===== src/rtl/rgbgray_pixel_source.sv =====
`default_nettype none
// ============================================================================
//  Module      : rgbgray_pixel_source
//  Description : Producer end of the rgbgray image-stream conduit. Crops the
//                incoming CCD pixel stream (fval/lval framing) to a window
//                latched at start of frame and packs each kept pixel into a
//                32-bit word {8'h00, R[7:0], G[7:0], B[7:0]} (top 8 bits of
//                each component). Also drives the consumer's stream reset
//                between frames and reports frames that are too short.
//  Ports       : clk, reset_n        - pixel clock, async active-low reset
//                enable              - run enable, sampled at frame boundaries
//                cfg_width/height    - requested crop window
//                fval, lval          - frame / line valid from capture
//                pix_valid, pix_r/g/b- pixel strobe and colour components
//                img_data_valid      - one-cycle strobe per emitted word
//                img_input_data      - packed pixel word
//                img_width/height    - window latched for the current frame
//                stream_reset_n      - active-low reset to the consumer
//                frame_done          - pulse at end of each emitted frame
//                short_frame         - sticky short line / short frame flag
//  Revision    : 1.0 - initial release
// ============================================================================
module rgbgray_pixel_source #(
    parameter int PIX_W      = 12,
    parameter int RST_CYCLES = 4,
    parameter int DIM_W      = 16
) (
    input  logic             clk,
    input  logic             reset_n,
    input  logic             enable,
    input  logic [DIM_W-1:0] cfg_width,
    input  logic [DIM_W-1:0] cfg_height,
    input  logic             fval,
    input  logic             lval,
    input  logic             pix_valid,
    input  logic [PIX_W-1:0] pix_r,
    input  logic [PIX_W-1:0] pix_g,
    input  logic [PIX_W-1:0] pix_b,
    output logic             img_data_valid,
    output logic [31:0]      img_input_data,
    output logic [DIM_W-1:0] img_width,
    output logic [DIM_W-1:0] img_height,
    output logic             stream_reset_n,
    output logic             frame_done,
    output logic             short_frame
);

    typedef enum logic [1:0] {
        S_IDLE     = 2'd0,
        S_RST      = 2'd1,
        S_WAIT_SOF = 2'd2,
        S_ACTIVE   = 2'd3
    } state_t;

    localparam int c_RST_CNT_W = (RST_CYCLES > 1) ? $clog2(RST_CYCLES) : 1;
    localparam logic [c_RST_CNT_W-1:0] c_RST_LAST = c_RST_CNT_W'(RST_CYCLES - 1);

    state_t                 r_state;
    logic [c_RST_CNT_W-1:0] r_rst_cnt;
    logic [DIM_W-1:0]       r_x;
    logic [DIM_W-1:0]       r_y;
    logic                   r_fval_d;
    logic                   r_lval_d;

    logic                   w_cfg_ok;
    logic                   w_pix_acc;
    logic                   w_fval_rise;
    logic                   w_fval_fall;
    logic                   w_lval_fall;
    logic                   w_in_window;
    logic                   w_line_counted;
    logic                   w_line_short;
    logic                   w_frame_short;
    logic [DIM_W-1:0]       w_x_inc;
    logic [DIM_W-1:0]       w_y_inc;
    logic [DIM_W-1:0]       w_y_after;
    logic [31:0]            w_word;

    // Only the top 8 bits of each component are packed.
    if (PIX_W > 8) begin : g_unused_lsbs
        logic w_unused_lsbs;
        assign w_unused_lsbs = ^{pix_r[PIX_W-9:0], pix_g[PIX_W-9:0], pix_b[PIX_W-9:0]};
    end

    assign w_cfg_ok    = enable && (cfg_width != '0) && (cfg_height != '0);
    assign w_pix_acc   = fval & lval & pix_valid;
    assign w_fval_rise = fval & ~r_fval_d;
    assign w_fval_fall = ~fval & r_fval_d;
    assign w_lval_fall = ~lval & r_lval_d;

    // Saturating position counters so oversized frames cannot wrap back into
    // the crop window.
    assign w_x_inc = (&r_x) ? r_x : r_x + DIM_W'(1);
    assign w_y_inc = (&r_y) ? r_y : r_y + DIM_W'(1);

    assign w_in_window    = (r_x < img_width) && (r_y < img_height);
    assign w_line_counted = w_lval_fall && (r_x != '0);
    assign w_line_short   = w_line_counted && w_in_window;

    // Frame-end check sees the line count after a coincident line end.
    assign w_y_after     = w_line_counted ? w_y_inc : r_y;
    assign w_frame_short = (w_y_after < img_height);

    assign w_word = {8'h00, pix_r[PIX_W-1 -: 8], pix_g[PIX_W-1 -: 8], pix_b[PIX_W-1 -: 8]};

    always_ff @(posedge clk or negedge reset_n) begin
        if (!reset_n) begin
            r_state        <= S_IDLE;
            r_rst_cnt      <= '0;
            r_x            <= '0;
            r_y            <= '0;
            r_fval_d       <= 1'b0;
            r_lval_d       <= 1'b0;
            img_data_valid <= 1'b0;
            img_input_data <= '0;
            img_width      <= '0;
            img_height     <= '0;
            stream_reset_n <= 1'b0;
            frame_done     <= 1'b0;
            short_frame    <= 1'b0;
        end else begin
            r_fval_d       <= fval;
            r_lval_d       <= lval;
            img_data_valid <= 1'b0;
            frame_done     <= 1'b0;

            case (r_state)
                S_IDLE: begin
                    stream_reset_n <= 1'b0;
                    if (w_cfg_ok) begin
                        r_state   <= S_RST;
                        r_rst_cnt <= '0;
                    end
                end

                S_RST: begin
                    if (r_rst_cnt == c_RST_LAST) begin
                        r_state        <= S_WAIT_SOF;
                        r_rst_cnt      <= '0;
                        stream_reset_n <= 1'b1;
                    end else begin
                        r_rst_cnt <= r_rst_cnt + c_RST_CNT_W'(1);
                    end
                end

                S_WAIT_SOF: begin
                    if (!w_cfg_ok) begin
                        r_state        <= S_IDLE;
                        stream_reset_n <= 1'b0;
                    end else if (w_fval_rise) begin
                        // An fval already high on entry never looks like a
                        // rising edge here, so a partial frame is skipped.
                        r_state    <= S_ACTIVE;
                        img_width  <= cfg_width;
                        img_height <= cfg_height;
                        r_x        <= '0;
                        r_y        <= '0;
                        // A pixel arriving with the rising edge is pixel (0,0),
                        // which is always inside a nonzero window.
                        if (w_pix_acc) begin
                            r_x            <= DIM_W'(1);
                            img_data_valid <= 1'b1;
                            img_input_data <= w_word;
                        end
                    end
                end

                S_ACTIVE: begin
                    if (w_pix_acc) begin
                        r_x <= w_x_inc;
                        if (w_in_window) begin
                            img_data_valid <= 1'b1;
                            img_input_data <= w_word;
                        end
                    end
                    if (w_line_counted) begin
                        r_x <= '0;
                        r_y <= w_y_inc;
                        if (w_line_short) begin
                            short_frame <= 1'b1;
                        end
                    end
                    if (w_fval_fall) begin
                        frame_done     <= 1'b1;
                        stream_reset_n <= 1'b0;
                        r_rst_cnt      <= '0;
                        r_state        <= w_cfg_ok ? S_RST : S_IDLE;
                        if (w_frame_short) begin
                            short_frame <= 1'b1;
                        end
                    end
                end

                default: begin
                    r_state        <= S_IDLE;
                    stream_reset_n <= 1'b0;
                end
            endcase
        end
    end

endmodule
`default_nettype wire

===== config.mk =====
export PLATFORM = sky130hd
export DESIGN_NAME = rgbgray_pixel_source
export DESIGN_NICKNAME = d
export VERILOG_FILES = /design/src/rtl/rgbgray_pixel_source.sv
export SDC_FILE = /design/constraint.sdc
export NUM_CORES = 1
export LEC_CHECK = 0
export BUFFER_PORTS_ARGS = -buffer_cell sky130_fd_sc_hd__buf_2
export CORE_MARGIN = 4
export CORE_UTILIZATION = 50
export DETAILED_ROUTE_END_ITERATION = 6
export PLACE_DENSITY = 0.87
export SYNTH_ARGS = -nofsm -noshare
export SYNTH_HDL_FRONTEND = slang
export SYNTH_SLANG_ARGS = --single-unit

===== constraint.sdc =====
create_clock -name clk -period 3 [get_ports clk]
set_input_delay 0.3 -clock clk [delete_from_list [all_inputs] [get_ports clk]]
set_output_delay 0.3 -clock clk [all_outputs]
set_load 0.02 [all_outputs]

Word level (Yosys, flattened, before mapping) --
Cells that the tools add are included.
Storage, ports and cells: bits in registers 106, latch bits 0, memory bits (writable) 0, memory bits (read-only) 0, input bits 74, output and inout bits 68, memories kept 0
Operators by class: $add $sub $neg 3, multipliers 0, div/mod/pow operators 0, magnitude comparators 3, eq/ne operators 16, shift-type cells 0, multiplexer cells 45, bitwise logic cells 8, reduce and logical (&&, ||, !) cells 20
Operator list (count):
- two-way mux 32 bit | 5
- two-way mux 16 bit | 9
- case mux 16 bit (2 select lines) | 2
- case mux 32 bit (2 select lines) | 1
- < comparator 16 bit | 3
- nonzero test 16 bit | 3
- adder 16 x 1 -> 16 bit, second input constant | 2
- AND reduction 16 bit | 2
- != test 2 bit, second input constant | 9
- two-way mux 1 bit | 16
- two-way mux 2 bit | 8
- AND reduction 3 bit | 4
- != test 3 bit, second input constant | 3
- case mux 2 bit (4 select lines) | 1
- equality test 2 bit, second input constant | 3
- case mux 2 bit (3 select lines) | 1
- AND reduction 6 bit | 1
- AND 1 bit | 5
- logical AND 1 bit | 5
- AND reduction 5 bit | 1
- case mux 1 bit (4 select lines) | 1
- AND reduction 4 bit | 1
- inverter 1 bit | 3
- nonzero test 3 bit | 1
- other kinds (5) | 5

Logic depth before layout (Yosys ltp) --
Gate-level depths: netlist of run 1.
depth in word-level cells 8, depth in mapped cells 16, mapped depth without buffers 15

Least setup slack after synthesis of run 1 --
No wires, ideal clock.
path kind register to register, from register r_x[0], to register short_frame, library setup time 130 ps, arrival 2818 ps, data required time 2870 ps, slack 52 ps, cell stages (with the launch flop) 17, cells stage by stage dfrtp_1 inv_1 ha_1 nor3b_1 a41o_1 buf_6 a2111oi_4 buf_6 nand3_2 xnor2_1 ha_1 and4_1 nand3_1 nor3_1 o21ai_0 a31oi_1 o22ai_1
On the way: longest elaborated chain between the ends 7, elaborated cells on any way between the ends 11, classes of those cells order compare (2); mux (5); reduce/logical (4)
Ends and longest elaborated chain:
- start: declaration | RTL line 60 | logic [DIM_W-1:0] r_x;
- start signal: assignment | RTL line 170 | r_x <= w_x_inc;
- branches (longest 6 deep; another with < comparator 16 bit)
- two-way mux 1 bit * | RTL line 183 | if (w_fval_fall) begin
- end signal: assignment | RTL line 120 | short_frame <= 1'b0;
- end signal: assignment | RTL line 180 | short_frame <= 1'b1;
- end signal: assignment | RTL line 189 | short_frame <= 1'b1;
- end: declaration | RTL line 45 | output logic short_frame
Mark *: on every way between the ends. A chain may end at the register's enable or synchronous reset.

Worst setup path after layout of run 1 --
from register r_x[1], to register short_frame
Same word-level chain as after synthesis.

==> results.toml, run 1 <==
[sta]
rsz0062_at_grt = "yes"
hold_violations = 0
drv_slew = 0
holdWs_ns = 0.08800
slew_headroom_pct = 37.54
setup_violations = 1
fmax_mhz = 327.7
setup_ws_ns = -0.05128
fin_crit_ns = 3.051
fin_crit_sh_pct = 101.7
worst_clock_skew_ns = 0.01022
tightest_slew_ns = 0.9346

[placement]
gp_congestion = 0.8848
place_inst = 1000
port_buffers = 121
placed_area_um2 = 7528
place_hpwl_um = 11990

[critical_path]
ff2ff_setup_slack_ns = -0.05
startpoint_type = "register"
reg2reg_from = "r_x[1]"
cp_num_buf_inv = 2
crit_type = "reg2reg"
crit_path_top_delay_cell = "dfrtp_1"
path_cells = "inv_2 > ha_2 > nor3b_2 > a41o_2 > a2111oi_4 > clkbuf_16 > nand3_4 > xnor2_2 > ha_1 > and4_4 > nand3_2 > nor2_1 > nor4_1 > a41oi_1 > o22ai_1"
cp_data_arrival_time_ns = 3.32
worstPathMaxFanout = 7
worst_path_largest_cell_delay_ns = 0.37
crit_family = "compound AO/OA/AOI/OAI gates"
endpoint_kind = "register"
required_ns = 3.27
r2r-end = "short_frame"
worst_r2r_path_depth = 15

[global_route]
grt_pass1_wl_um = 26240
grt_max_degree = 54
overflow = 0
grt_usage_pct = 21.84
grt_antenna_before_repair = 0
grt_pass1_vias = 5426

[cells_and_area]
design_area_um2 = 7973
antennaDiodeCount = 0
layout.nets = 969
final_cells = 1023
fillers = 1057
utilization_pct = 62.92
syn_to_final_growth_pct = 22.59
drive_gt1_share_pct = 29.85

[die]
rows = 41
initial_utilization_pct = 51.33
die_w_um = 122.1
fp.dieH_um = 122.1
dieArea_um2 = 14900
io_pins = 142
fp.coreArea_um2 = 12670

[synth]
synth_seq_cells = 98
syn_area_um2 = 6504
synth-edff-count = 0
synth_flop_cell = "dfrtp_1"
synthCells = 697
ys_seq_area_share_pct = 37.71
syn_area_per_cell_um2 = 9.331
ys_warn_count = 0
ys_types = 55
async_flop_share_pct = 100.0

[hold_path]
min_from = "lval"
min_to = "r_lval_d"
hold_depth = 1
min_path_type = "in2reg"

[routing]
drtIter0Drc = 401
routedWlPerCell_um = 16.04
drt-vias-per-instance = 5.735
drc = 0
ant_nets = 0
vias = 5867
drt_pass1_iterations = 5
wl_um = 16410

[pwr]
leakage_nw = 3.743
ir_worst_vdd_mv = 0.5232
power_density_nw_per_um2 = 682.6

[clock_tree]
cts.clk_slew.worst_paths_ns = 0.07
cts.sinks = 98
tritoncts = "done"
numCtsBuffers = 9
clock_latency_ns = 0.35
htreeDepth = 3
cts-root-buf = "clkbuf_16"
cts_max_path_buffers = 2

[job]
drv_cap = 0

[outcome]
status = "complete, but fails checks"
violations = "setup timing"
registers in the layout (all words and copies together), names as in the netlist:
name            flops
img_input_data     24
img_height         16
img_width          16
r_x                16
r_y                16
r_rst_cnt           2
r_state             2
frame_done          1
img_data_valid      1
r_fval_d            1
r_lval_d            1
short_frame         1
stream_reset_n      1
layout by cell type (no fill, tap or decap), types with 25 or more instances in the layout:
master    instances
dfrtp_1          98
a221oi_1         25
inv_1            34
o21ai_0          29
nor2_1           46
ha_1             48
buf_2           121
mux2_2           33
nand2_1          79
buf_4            54
and2_1           30
worst max path at each step:
stage | from | end | slack [ns] | cells after the start
finish | r_x[1] | short_frame | -0.05 | 15
global route | r_x[1] | short_frame | -0.15 | 15
floorplan | r_x[0] | short_frame | 0.05 | 16
global placement | r_x[0] | short_frame | 0.05 | 15
CTS | r_x[0] | short_frame | -0.02 | 15
detailed placement | r_x[0] | short_frame | -0.02 | 15
stage by stage:
stage	power (W)	setup slack, ns	setup TNS (ns)
finish	0.005442	-0.05128	-0.05128
global route	0.005834	-0.1453	-0.1453
CTS	0.005417	-0.02388	-0.02388
detailed placement	0.004221	-0.02004	-0.02004
global placement	0.004144	0.05453	0
floorplan	0.003415	0.05170	0
repair_timing:
| action | 4_1_cts | 5_1_grt |
|---|---|---|
| pin swaps | 0 | 17 |
| buffers inserted | 0 | 6 |
| hold endpoints to repair | 7 | 0 |
| setup endpoints to repair | 1 | 1 |
| hold buffers | 1 | 0 |
| gates resized for setup | 2 | 17 |
worst register-to-register path, stage by stage, from the launching register on:
cell	delay, ns
dfrtp_1	0.37
inv_2	0.05
ha_2	0.16
nor3b_2	0.14
a41o_2	0.26
a2111oi_4	0.33
clkbuf_16	0.24
nand3_4	0.08
xnor2_2	0.16
ha_1	0.31
and4_4	0.19
nand3_2	0.07
nor2_1	0.04
nor4_1	0.28
a41oi_1	0.15
o22ai_1	0.13
area by class of cell:
cell class,count,area (um^2),area share [%]
flip-flops and latches,98,2452,30.76
repair buffers,180,1106,13.87
clock buffers,12,246.5,3.092
well taps,172,215.2,2.699
inverters,36,135.1,1.695
clock inverters,4,51.30,0.6434
multi-input cells,521,3766,47.24
cells in the mapped netlist, drive strengths merged, types with 9 or more instances:
cell type / n / area share, %
dfrtp: 98 / 38
nand2: 79 / 4.6
ha: 49 / 9.4
nor2: 46 / 2.7
inv: 36 / 2.1
o21ai: 34 / 2.6
mux2: 33 / 5.7
and2: 32 / 3.2
buf: 29 / 2.9
a221oi: 25 / 3.4
o311ai: 24 / 3.2
nand3: 22 / 2.1
clkbuf: 20 / 1.2
a21oi: 17 / 1.5
nor4: 17 / 1.9
and3: 14 / 1.4
xnor2: 14 / 1.9
a31oi: 12 / 1.2
o31ai: 12 / 1.4
and4: 10 / 1.4
nand4: 10 / 0.96
o211ai: 9 / 1.0
report_power, final:
group / switching [W] / internal, W / leakage, nW
Clock: 0.000491 / 0.000670 / 0.143
Sequential: 0.000237 / 0.00161 / 1.20
Combinational: 0.00146 / 0.000976 / 2.41
cell families after synthesis:
| logic type | share of synthesized area, % |
|---|---|
| compound gates | 18.12 |
| xor+xnor | 2.559 |
| fa+ha+maj | 9.427 |
| buf+inv | 6.156 |
| flops | 37.71 |
| mux | 5.714 |
| other cells | 0.05766 |
| simple gates | 20.26 |
layer usage:
metal / vias up / global-route usage [%] / share of wire, %
li1: 2875 / - / -
met2: 169 / 36.02 / 49
met3: 29 / 4.689 / 5.5
met1: 2794 / 29.64 / 44
met4: 0 / 4.969 / 1.7
met5: - / 0 / 0
No activity file was read; power rests on OpenSTA's default activity.
==> run 2: changes to the inputs <==
- ABC_AREA: unset -> 1
- CORE_UTILIZATION: 50 -> 43
- PLACE_DENSITY: 0.87 -> 0.79
==> run 2 against run 1 <==
The run ends with hold timing left. Count of clock-buffer cells in the layout decreased by 1. Die area grew 4.6%. Combinational power increased by 4%. Critical path depth grew 5. Clock skew is 0.0024 ns lower. Register-to-register slack improved by 0.27 ns. Non-clock buffer count shrank 46. Maximum frequency is 9.8% higher. Wire length shrank 11%. Critical path type unchanged. Largest power group unchanged.
==> results.toml, run 2 <==
[outcome]
status = "complete, but fails checks"
violations = "hold timing"

[routing]
vias = 5337
drt_pass1_iterations = 5
drt-vias-per-instance = 5.152
ant_nets = 0
wl_um = 14550
routedWlPerCell_um = 14.05
drtIter0Drc = 403
drc = 0

[synth]
yosysTopAreaCellShare_pct = 41.80
synth_seq_cells = 98
ys_seq_area_share_pct = 41.80
synthTopCellsByCount = "nand2_1, dfrtp_1, inv_1"
synthCells = 731
ys_warn_count = 0
yosysMostFrequentCell = "nand2_1"
yosys-top-cells-area = "dfrtp_1, ha_1, nand2_1"
yosysTopAreaCell = "dfrtp_1"
synth_flop_cell = "dfrtp_1"
syn_area_per_cell_um2 = 8.026
syn_area_um2 = 5867
ys_types = 41
async_flop_share_pct = 100.0
synth-edff-count = 0

[die]
fp.coreArea_um2 = 13300
dieArea_um2 = 15580
initial_utilization_pct = 44.13
rows = 42
die_w_um = 124.8
io_pins = 142
fp.dieH_um = 124.8

[sta]
fin_crit_sh_pct = 92.62
tightest_slew_ns = 0.7261
hold_violations = 29
holdWs_ns = -0.04249
setup_violations = 0
fin_crit_ns = 2.778
fmax_mhz = 359.9
worst_clock_skew_ns = 0.007838
setup_ws_ns = 0.2215
tns_ns = 0
drv_slew = 0
slew_headroom_pct = 51.22

[critical_path]
required_ns = 3.24
crit_type = "reg2reg"
path_cells = "inv_2 > ha_1 > nand2_1 > nor2_1 > nand2_1 > nand2_2 > inv_2 > nand3b_1 > nor2_1 > nand3_1 > nor2_1 > nor2_1 > nor2_1 > inv_1 > ha_1 > nand2_1 > nor4_1 > nand2_1 > nand2_1 > nand3_1"
worst_path_largest_cell_delay_ns = 0.41
worstPathMaxFanout = 6
endpoint_kind = "register"
crit_path_top_delay_cell = "dfrtp_1"
cp_data_arrival_time_ns = 3.02
startpoint_type = "register"

[global_route]
grt_pass1_wl_um = 24150
grt_usage_pct = 18.87
overflow = 0
grt_max_degree = 99
grt_pass1_vias = 4872
grt_antenna_before_repair = 0

[clock_tree]
tritoncts = "done"
clock_latency_ns = 0.36
cts.clk_slew.worst_paths_ns = 0.07
numCtsBuffers = 9
cts.sinks = 98
htreeDepth = 3
cts_max_path_buffers = 2
cts-root-buf = "clkbuf_16"

[cells_and_area]
antennaDiodeCount = 0
top_register = "img_input_data"
largest_register_ff_count = 24
drive_gt1_share_pct = 20.81
mostFrequentLayoutCells = "nand2_1, buf_2, dfrtp_1, inv_1, nor2_1"
layout.nets = 978
layout_commonest_cell = "nand2_1"
final_cells = 1036
fillers = 1253
syn_to_final_growth_pct = 18.83

[placement]
place_inst = 1017
port_buffers = 121
dp_slack_ns = 0.2738
place_hpwl_um = 11200
gp_congestion = 0.8679

[pwr]
power_w = 0.005781
ir_worst_vdd_mv = 0.4908
power_density_nw_per_um2 = 829.2
leakage_nw = 3.726

[job]
drv_cap = 0

[hold_path]
min_path_type = "in2async"
run 2: final cells by class:
type | instances | area (um^2) | area share (%)
Multi-Input combinational cell | 516 | 2917 | 41.83
Sequential cell | 98 | 2452 | 35.18
Timing Repair Buffer | 134 | 718.2 | 10.30
Inverter | 96 | 360.3 | 5.169
Clock buffer | 11 | 242.7 | 3.482
Tap cell | 176 | 220.2 | 3.159
Clock inverter | 5 | 61.31 | 0.8794
run 2: cells by family (layout without fill, tap and decap cells):
kind of cell / after synthesis / after routing / synth area share (%)
other: 1 / 8 / 0.06392
adders and majority gates: 49 / 49 / 10.45
buffers and inverters: 124 / 246 / 9.256
AOI/OAI and AO/OA: 117 / 117 / 11.05
and+or+nand+nor: 324 / 324 / 24.61
DFF: 98 / 98 / 41.80
muxes: 2 / 2 / 0.3838
xor gates and xnor gates: 16 / 16 / 2.389
run 2: metal layers:
| layer | vias to the layer above | track usage (%) | wire [um] |
|---|---|---|---|
| met5 | - | 0 | 0 |
| met4 | 0 | 4.836 | 157 |
| met3 | 15 | 4.974 | 1086 |
| met2 | 183 | 27.67 | 6168 |
| met1 | 2488 | 27.70 | 7141 |
| li1 | 2651 | - | - |
run 2: path summary, 6_finish.rpt:
check | start | end | slack [ns] | cells past startpoint
hold reg to reg | img_input_data[21] | img_input_data[21] | 0.47 | 2
setup reg to reg | r_x[0] | short_frame | 0.22 | 20
max in group asynchronous | reset_n | r_y[10] | 2.58 | 2
setup / recovery | r_x[0] | short_frame | 0.22 | 20
min in group clk | fval | r_fval_d | 0.07 | 1
hold / removal | reset_n | img_height[8] | -0.04 | 2
run 2: critical path, delay by kind of cell, from the launching register on:
kind	cells	cell delay, ns
adders and majority gates	2	0.45
buffers and inverters	3	0.23
DFF	1	0.41
and+or+nand+nor	15	1.58
run 2: timing repair:
item,CTS,global route
hold buffers,0,0
gates resized for setup,0,3
setup buffers,0,3
setup endpoints to repair,0,1
run 2: report_power, final:
| part | internal, W | switching, W | total (W) |
|---|---|---|---|
| clock | 0.000676 | 0.000515 | 0.00119 |
| combinational | 0.000845 | 0.00169 | 0.00253 |
| sequential | 0.00174 | 0.000315 | 0.00206 |
run 2: per-stage QoR:
stage          util (%)  cell area, um^2
3_3_place_gp      49.86             6629
3_5_place_dp      49.86             6629
4_1_cts           52.15             6933
6_report          52.44             6972
5_1_grt           52.44             6972
2_1_floorplan         -             5893
==> run 3: changes to the inputs <==
- REMOVE_ABC_BUFFERS: unset -> 1
==> run 3 against run 2 <==
Core utilization increased by 0.20 points. Hold slack improved by 0.023 ns. Via count decreased by 3.1%. Global-route usage decreased by 0.61 points. The run still ends with hold timing left. Critical path type unchanged. Clock power increased by 4%. Final cell count unchanged. Die area unchanged. Sequential cell count unchanged. Non-clock buffer count unchanged. Wire length decreased by 3.6%. Critical endpoint unchanged.
==> results.toml, run 3 (synthesis results as in run 2) <==
[die]
io_pins = 142
fp.dieH_um = 124.8
rows = 42
fp.coreArea_um2 = 13300
dieArea_um2 = 15580
initial_utilization_pct = 44.13
die_w_um = 124.8

[sta]
tightest_slew_ns = 0.5992
setup_violations = 0
drv_slew = 0
slew_headroom_pct = 59.96
fin_crit_sh_pct = 92.52
worst_clock_skew_ns = 0.008176
fmax_mhz = 360.3
holdWs_ns = -0.01902
fin_crit_ns = 2.775
hold_violations = 9

[hold_path]
min_path_type = "in2async"

[critical_path]
cp_data_arrival_time_ns = 3.06
startpoint_type = "register"
crit_type = "reg2reg"
r2r-end = "short_frame"
worst_r2r_path_depth = 17
ff2ff_setup_slack_ns = 0.22
reg2reg_from = "r_y[1]"
required_ns = 3.28
endpoint_kind = "register"
worstPathMaxFanout = 5

[clock_tree]
cts_max_path_buffers = 2
cts-root-buf = "clkbuf_16"
cts.sinks = 98
clock_latency_ns = 0.35
cts.clk_slew.worst_paths_ns = 0.07
htreeDepth = 3
tritoncts = "done"
numCtsBuffers = 9

[placement]
port_buffers = 121
gp_congestion = 0.8720
place_hpwl_um = 10530
placed_area_um2 = 6641

[routing]
drt-vias-per-instance = 4.990
vias = 5170
ant_nets = 0
wl_um = 14040
drt_pass1_iterations = 4
routedWlPerCell_um = 13.55
drtIter0Drc = 349
drc = 0

[global_route]
grt_pass1_vias = 5007
grt_pass1_wl_um = 23600
grt_antenna_before_repair = 0
grt_usage_pct = 18.26
overflow = 0
grt_max_degree = 99

[job]
drv_cap = 0

[cells_and_area]
largest_register_ff_count = 24
drive_gt1_share_pct = 20.93
layout.nets = 978
fillers = 1294
top_register = "img_input_data"
design_area_um2 = 6998
syn_to_final_growth_pct = 19.28
antennaDiodeCount = 0
layout_commonest_cell = "nand2_1"
mostFrequentLayoutCells = "nand2_1, buf_2, dfrtp_1, inv_1, nor2_1"

[pwr]
ir_worst_vdd_mv = 0.4634
leakage_nw = 3.738
power_density_nw_per_um2 = 829.2

[outcome]
violations = "hold timing"
status = "complete, but fails checks"
-- run 3: cell types whose count changed in the layout (fill, tap and decap cells not counted), sizes merged --
cell and change:
clkbuf -2, clkinv -1, inv +3
-- run 3: final cells by class --
cell class	count	area (um^2)	share of cell area (%)
clock buffers	9	225.2	3.218
clock inverters	7	90.09	1.287
inverters	96	360.3	5.149
multi-input cells	516	2918	41.70
flip-flops and latches	98	2454	35.06
well taps	176	220.2	3.147
repair buffers	134	730.7	10.44
-- run 3: metal layers --
metal / track usage [%] / up-vias / part of all wire (%)
met5: 0 / - / 0
li1: - / 2641 / -
met2: 30.41 / 126 / 48
met4: 4.449 / 0 / 1.7
met3: 4.846 / 23 / 6.3
met1: 23.73 / 2380 / 44
-- run 3: report_power, final --
| part | internal, W | switching [W] | total (W) |
|---|---|---|---|
| Sequential | 0.00174 | 0.000298 | 0.00204 |
| Clock | 0.000673 | 0.000565 | 0.00124 |
| Combinational | 0.000855 | 0.00167 | 0.00252 |
-- run 3: worst max-delay path, stage by stage (launching register included) --
cell,delay [ns]
dfrtp_1,0.43
ha_1,0.21
nand3_1,0.11
nor2_1,0.08
nand2_1,0.16
nand3_2,0.13
nor3_4,0.15
nand2_1,0.11
xor2_1,0.18
inv_1,0.07
ha_1,0.29
a21oi_1,0.13
nor2_1,0.05
a211oi_1,0.18
o21ai_0,0.12
a31oi_1,0.15
nand2_1,0.09
nand3_1,0.07
-- run 3: how the worst max path moves through the flow --
stage / startpoint / endpoint / slack (ns) / cells after the start
after global placement: r_x[0] / short_frame / 0.28 / 20
after CTS: r_x[0] / short_frame / 0.17 / 20
after detailed placement: r_x[0] / short_frame / 0.20 / 20
after floorplan: r_x[0] / short_frame / 0.48 / 20
after global routing: r_y[1] / short_frame / -0.1 / 18
final: r_y[1] / short_frame / 0.22 / 17
-- run 3: through the flow --
step	TNS [ns]	util (%)	total power (W)	worst slack (ns)	cells
2_1_floorplan	0	-	0.003683	0.4778	710
3_3_place_gp	0	49.95	0.004478	0.2763	1017
3_5_place_dp	0	49.95	0.004567	0.2014	1017
4_1_cts	0	52.32	0.005829	0.1691	1033
5_1_grt	-0.09580	52.64	0.006276	-0.09580	1036
6_report	0	52.64	0.005803	0.2245	1036
-- run 3: what timing repair did --
| action | 4_1_cts | 5_1_grt |
|---|---|---|
| hold buffers | 0 | 0 |
| buffers inserted | 0 | 3 |
| gates resized for setup | 0 | 4 |
| setup endpoints to repair | 0 | 1 |
